[src/rtl/id_ex_stage.sv]
// ID/EX pipeline register with EX-stage operand forwarding and load-use detection.
// Optional feature: define ID_EX_FORWARDING_EN to forward EX/MEM and MEM/WB results onto the ALU operands.
`ifndef WORD
`define WORD 32
`endif

module id_ex_stage #(
  parameter int W  = `WORD,
  parameter int RA = 5
) (
  input  logic          clk,
  input  logic          rst_n,
  input  logic          stall,
  input  logic          flush,
  input  logic          id_valid,
  input  logic [W-1:0]  id_rs_data,
  input  logic [W-1:0]  id_rt_data,
  input  logic [W-1:0]  id_imm,
  input  logic [RA-1:0] id_rs,
  input  logic [RA-1:0] id_rt,
  input  logic [RA-1:0] id_rd,
  input  logic [3:0]    id_alu_control,
  input  logic          id_alu_src,
  input  logic          id_reg_dst,
  input  logic          id_reg_write,
  input  logic          id_mem_read,
  input  logic          id_mem_write,
  input  logic          id_mem_to_reg,
  input  logic          exmem_reg_write,
  input  logic [RA-1:0] exmem_rd,
  input  logic [W-1:0]  exmem_result,
  input  logic          memwb_reg_write,
  input  logic [RA-1:0] memwb_rd,
  input  logic [W-1:0]  memwb_result,
  output logic          ex_valid,
  output logic [W-1:0]  alu_a,
  output logic [W-1:0]  alu_b,
  output logic [3:0]    ex_alu_control,
  output logic [W-1:0]  ex_store_data,
  output logic [RA-1:0] ex_dest,
  output logic          ex_reg_write,
  output logic          ex_mem_read,
  output logic          ex_mem_write,
  output logic          ex_mem_to_reg,
  output logic          load_use_hazard
);

  typedef struct packed {
    logic          valid;
    logic [W-1:0]  rs_data;
    logic [W-1:0]  rt_data;
    logic [W-1:0]  imm;
    logic [RA-1:0] rs;
    logic [RA-1:0] rt;
    logic [RA-1:0] dest;
    logic [3:0]    alu_control;
    logic          alu_src;
    logic          reg_write;
    logic          mem_read;
    logic          mem_write;
    logic          mem_to_reg;
  } ex_reg_t;

  ex_reg_t ex_d, ex_q;

  // A slot without a valid instruction keeps its data but must not act.
  always_comb begin
    ex_d             = '0;
    ex_d.valid       = id_valid;
    ex_d.rs_data     = id_rs_data;
    ex_d.rt_data     = id_rt_data;
    ex_d.imm         = id_imm;
    ex_d.rs          = id_rs;
    ex_d.rt          = id_rt;
    ex_d.dest        = id_reg_dst ? id_rd : id_rt;
    ex_d.alu_control = id_alu_control;
    ex_d.alu_src     = id_valid & id_alu_src;
    ex_d.reg_write   = id_valid & id_reg_write;
    ex_d.mem_read    = id_valid & id_mem_read;
    ex_d.mem_write   = id_valid & id_mem_write;
    ex_d.mem_to_reg  = id_valid & id_mem_to_reg;
  end

  // NOTE: sequential state uses non-blocking assignments; reset is synchronous, so it lives inside the clocked branch.
  always_ff @(posedge clk) begin
    if (!rst_n)      ex_q <= '0;
    else if (flush)  ex_q <= '0;
    else if (!stall) ex_q <= ex_d;
  end

  logic [W-1:0] fwd_rs, fwd_rt;

`ifdef ID_EX_FORWARDING_EN
  function automatic logic [W-1:0] forward(input logic [RA-1:0] r, input logic [W-1:0] reg_data);
    if (exmem_reg_write && exmem_rd != '0 && exmem_rd == r)      return exmem_result;
    else if (memwb_reg_write && memwb_rd != '0 && memwb_rd == r) return memwb_result;
    else                                                         return reg_data;
  endfunction

  assign fwd_rs = forward(ex_q.rs, ex_q.rs_data);
  assign fwd_rt = forward(ex_q.rt, ex_q.rt_data);
`else
  // Forwarding sources are left connected but have no effect in this build.
  logic unused_fwd;
  assign unused_fwd = ^{exmem_reg_write, exmem_rd, exmem_result,
                        memwb_reg_write, memwb_rd, memwb_result, ex_q.rs, ex_q.rt};
  assign fwd_rs = ex_q.rs_data;
  assign fwd_rt = ex_q.rt_data;
`endif

  assign alu_a          = fwd_rs;
  assign alu_b          = ex_q.alu_src ? ex_q.imm : fwd_rt;
  assign ex_store_data  = fwd_rt;
  assign ex_valid       = ex_q.valid;
  assign ex_alu_control = ex_q.alu_control;
  assign ex_dest        = ex_q.dest;
  assign ex_reg_write   = ex_q.reg_write;
  assign ex_mem_read    = ex_q.mem_read;
  assign ex_mem_write   = ex_q.mem_write;
  assign ex_mem_to_reg  = ex_q.mem_to_reg;

  assign load_use_hazard = ex_q.valid & ex_q.mem_read & (ex_q.dest != '0) & id_valid &
                           ((ex_q.dest == id_rs) | (ex_q.dest == id_rt));

endmodule

[config.mk]
export PLATFORM = sky130hd
export DESIGN_NAME = id_ex_stage
export DESIGN_NICKNAME = d
export VERILOG_FILES = /design/src/rtl/id_ex_stage.sv
export SDC_FILE = /design/constraint.sdc
export NUM_CORES = 1
export LEC_CHECK = 0
export CAP_MARGIN = 20
export CORE_AREA = 2 2 122 124
export DETAILED_ROUTE_END_ITERATION = 12
export DIE_AREA = 0 0 124 126
export PLACE_DENSITY = 0.77
export SLEW_MARGIN = 20
export SYNTH_ARGS = -nofsm -noshare
export SYNTH_HDL_FRONTEND = slang
export SYNTH_SLANG_ARGS = --single-unit
[constraint.sdc]
create_clock -name clk -period 3.81 [get_ports clk]
set_clock_uncertainty 0.15 [all_clocks]
set_input_delay 1.143 -clock clk [delete_from_list [all_inputs] [get_ports clk]]
set_output_delay 1.143 -clock clk [all_outputs]
set_load 0.02 [all_outputs]
## Word level (Yosys, flattened, before mapping)

Cells that the tools add are included.

- $add $sub $neg: 0
- $mul: 0
- Divide/modulo/power cells: 0
- $lt $le $gt $ge: 0
- Equal/unequal tests: 2
- Shift-type cells: 0
- Multiplexer cells: 2
- Bitwise operators: 11
- Reductions and logical operators: 2

Operator list:

| kind | number |
|---|---|
| $mux W32 | 1 |
| $eq A5 B5 Y1 | 2 |
| $and A1 B1 Y1 | 9 |
| $mux W5 | 1 |
| $reduce_bool A5 Y1 | 1 |
| $reduce_or A2 Y1 | 1 |
| $not A1 Y1 | 1 |
| $or A1 B1 Y1 | 1 |

- Register bits: 111
- Bits in latches: 0
- Bits in writable memories: 0
- ROM bits: 0
- Input port bits: 202
- Logic and storage cells: 28
- Memories: 0

## Depth between registers and ports, before layout

Gate-level depths: netlist (run 1).

- Word-level depth: 4
- Mapped depth: 5
- Depth with buffers taken out: 4

## Least setup slack after synthesis (run 1)

No wires, ideal clock.

- Kind: input to output
- From: input port id_rs[2]
- To: output port load_use_hazard
- Arrival time: 1.896 ns
- Required time: 2.517 ns
- Path slack: 0.621 ns
- Cell stages on the path: 4
- Path through: xor2_1 nor3_1 nand3_1 a21oi_1

- Word-level cells in the longest chain between the ends: 3

RTL lines:

| what | line | RTL |
|---|---|---|
| start: declaration | 19 | `input logic [RA-1:0] id_rs,` |
| $eq A5 B5 Y1 | 123 | `((ex_q.dest == id_rs) \| (ex_q.dest == id_rt));` |
| $or A1 B1 Y1 | 123 |  |
| $and A1 B1 Y1 | 122 | `assign load_use_hazard = ex_q.valid & ex_q.mem_read & (ex_q.dest != '0) & id_valid &` |
| end: declaration | 45 | `output logic load_use_hazard` |

Every way passes these cells.

## Worst setup path in the final report (run 1)

- From: input port id_rt[3]
- To: output port load_use_hazard

- Word-level cells in the longest chain between the ends: 3

RTL lines:

| what | line | RTL |
|---|---|---|
| start: declaration | 20 | `input logic [RA-1:0] id_rt,` |
| $eq A5 B5 Y1 | 123 |  |
| $or A1 B1 Y1 | 123 |  |
| $and A1 B1 Y1 | 122 |  |

Every way passes these cells.

==> out/metrics.cfg, run 1 <==
[outcome]
status = finished, final reports clean

[yosys]
syn_nets = 699
synth_largest_area_cell = dfxtp_1
synth_area_leaders = dfxtp_1, mux2i_1, buf_4, nor2_1, mux2_2
seq_area_frac_synth = 0.444
syn_area_mm2 = 0.00500
yosysWarnings = 0
synthCells = 497
ys_seq_elements = 111
syn_avg_cell_area_um2 = 10.1
synth_top_area_frac = 0.444
synth_cell_types = 19

[drt]
routed_via_density = 4.52
top_layer_used = met4
wl_per_cell_um = 14.7
vias = 3776
drc = 0
routed_wl_um = 12300
drt_pass1_iterations = 4
antenna_left = 0
met3_wirelength_um = 1090
drt_iter0_drc = 86
wl_met2_um = 6100
wl_met1_um = 4950

[critical_path]
path_class = in2out
crit_buf_inv = 2
cp_slowest_cell = clkdlybuf4s50_1
path_cells = clkdlybuf4s50_1 -> xor2_1 -> nor3_1 -> nand3_1 -> a21oi_1 -> clkbuf_2
cp-end-kind = output pin
critPathMaxStageDelay_ns = 0.45
cp_top_family = buffers and inverters
cp.arrival_ns = 2.36
cp_num_cells = 6
worst-r2r-cell-count = 2
required_ns = 2.52
crit_path_start_kind = input port
worstPathMaxFanout = 2

[timing]
period_minus_slack_ns = 3.65
slew_headroom = 0.623
tightestPinTransition_ns = 0.566
drv_slew = 0
max_freq_ghz = 0.274
hold_viol_final = 0
setup_viol = 0
rsz0062_at_grt = no
fin_crit_sh = 0.958

[layout]
largest_register_ff_count = 33
top_register = ex_q
drive_gt1_frac = 0.0860
design_area_mm2 = 0.00723
num_antenna_cells = 0
fin_nets = 848
mostFrequentLayoutCells = clkdlybuf4s50_1, nor2_1, dfxtp_1
synthToLayoutAreaGrowth_pct = 44.5
layout_commonest_cell = clkdlybuf4s50_1
final_cells = 835

[floorplan]
die_y_um = 126
design.core.area_mm2 = 0.0143
ios = 313
num_rows = 44
initial_core_util = 0.350
die_x_um = 124
die-area_mm2 = 0.0156

[clock_network]
cts_tree = built
clock-sinks = 111
cts_hold_buf = 0
clockRootBuffer = clkbuf_16
cts_max_level = 3
cts.repair.resized = 2
clk_pin_slew_worst_paths_ns = 0.07
cts-buffers-inserted = 9
clk_path_buf_depth = 2
cts_setup_buffers = 0
clk_latency_ns = 0.34

[power_and_ir_drop]
p_comb_frac = 0.166
p_int_mw = 1.98
p_total_mw = 2.58
power_leakage_nw = 2.97
switching_share = 0.233
ir_drop_mv = 0.177
clkPwrFrac = 0.360
switchingPower_mw = 0.600
power_density_mw_per_mm2 = 356
seqPwrFrac = 0.474

[place]
gp_congestion = 0.762
dp_hpwl_um = 8940
place_area_mm2 = 0.00695
place_inst = 819
portBuffers = 236

[grt]
grt_first_pass_wirelength_um = 19200
grt_max_degree = 65
grt_pass1_vias = 4004
grt_overflow = 0
grt_usage = 0.156
antenna_found_initial = 0

[flow_run]
cap_viol_max_count = 0

[worst_hold_path]
hp-class = reg2reg
worstHoldPathCells = 2

-- stage by stage --
stage	utilization	hold slack (ns)	worst slack, ns	setup TNS (ns)
finish	0.505	0.343	0.161	0
global route	0.505	0.367	0.0444	0
CTS	0.506	0.349	0.0196	0
detailed placement	0.485	0.332	-0.281	-0.281
global placement	0.485	0.318	-0.296	-0.296
floorplan	-	0.308	0.621	0
-- routing by layer --
layer  track usage  up-vias
li1              -     1868
met1         0.168     1772
met2         0.281      126
met3        0.0575       10
met4        0.0436        0
met5             0        -
-- kinds of logic (layout without fill, tap and decap cells) --
kind of cell,count (synthesis),count (layout),synth area share
muxes,137,137,0.282
and+or+nand+nor,123,123,0.0955
DFF,111,111,0.444
buffers and inverters,103,257,0.145
AOI/OAI and AO/OA,13,13,0.0163
xor gates and xnor gates,10,10,0.0175
-- Yosys cell counts --
cell	n
nor3_1	2
nor2_1	116
nand3_1	2
mux2i_1	105
buf_4	80
clkbuf_1	4
a22oi_1	5
a21oi_1	7
nand2b_1	1
xnor2_1	4
dfxtp_1	111
o2111ai_1	1
nor2b_2	1
buf_6	2
or4_1	1
clkbuf_2	1
buf_2	16
mux2_2	32
xor2_1	6
-- power by group through the flow --
stage / Clock [mW] / Combinational [mW] / Sequential (mW)
global placement: 0 / 0.422 / 1.25
global route: 1.01 / 0.459 / 1.23
CTS: 0.961 / 0.433 / 1.22
finish: 0.927 / 0.427 / 1.22
floorplan: 0 / 0.238 / 1.24
detailed placement: 0 / 0.430 / 1.25
-- layout make-up --
type                       count  area (µm²)
fill                        1314        7080
timing repair buffer         241        2420
sequential                   111        2220
multi-input combinational    283        2070
clock buffer                  12         246
tap                          184         230
clock inverter                 4        45.0
-- worst register-to-register path: cells and delay by family (launching register included) --
| kind | cells | cell delay (ns) |
|---|---|---|
| flip-flops | 1 | 0.45 |
| AO/OA/AOI/OAI | 1 | 0.11 |
| AND/OR/NAND/NOR | 1 | 0.11 |
-- final timing paths --
| kind | endpoint | slack (ns) | start |
|---|---|---|---|
| max | load_use_hazard | 0.16 | id_rt[3] |
| min | ex_q[34] | 0.34 | ex_q[34] |
| max reg2reg | ex_dest[2] | 2.93 | ex_dest[2] |
| min reg2reg | ex_q[34] | 0.34 | ex_q[34] |
Note: power is estimated with default switching activity, not from simulation.
==> inputs of run 2 (changes only) <==
- TNS_END_PERCENT: not set -> 20
==> results of run 2 <==
Final layout, timing and power as in run 1 (identical DEF).
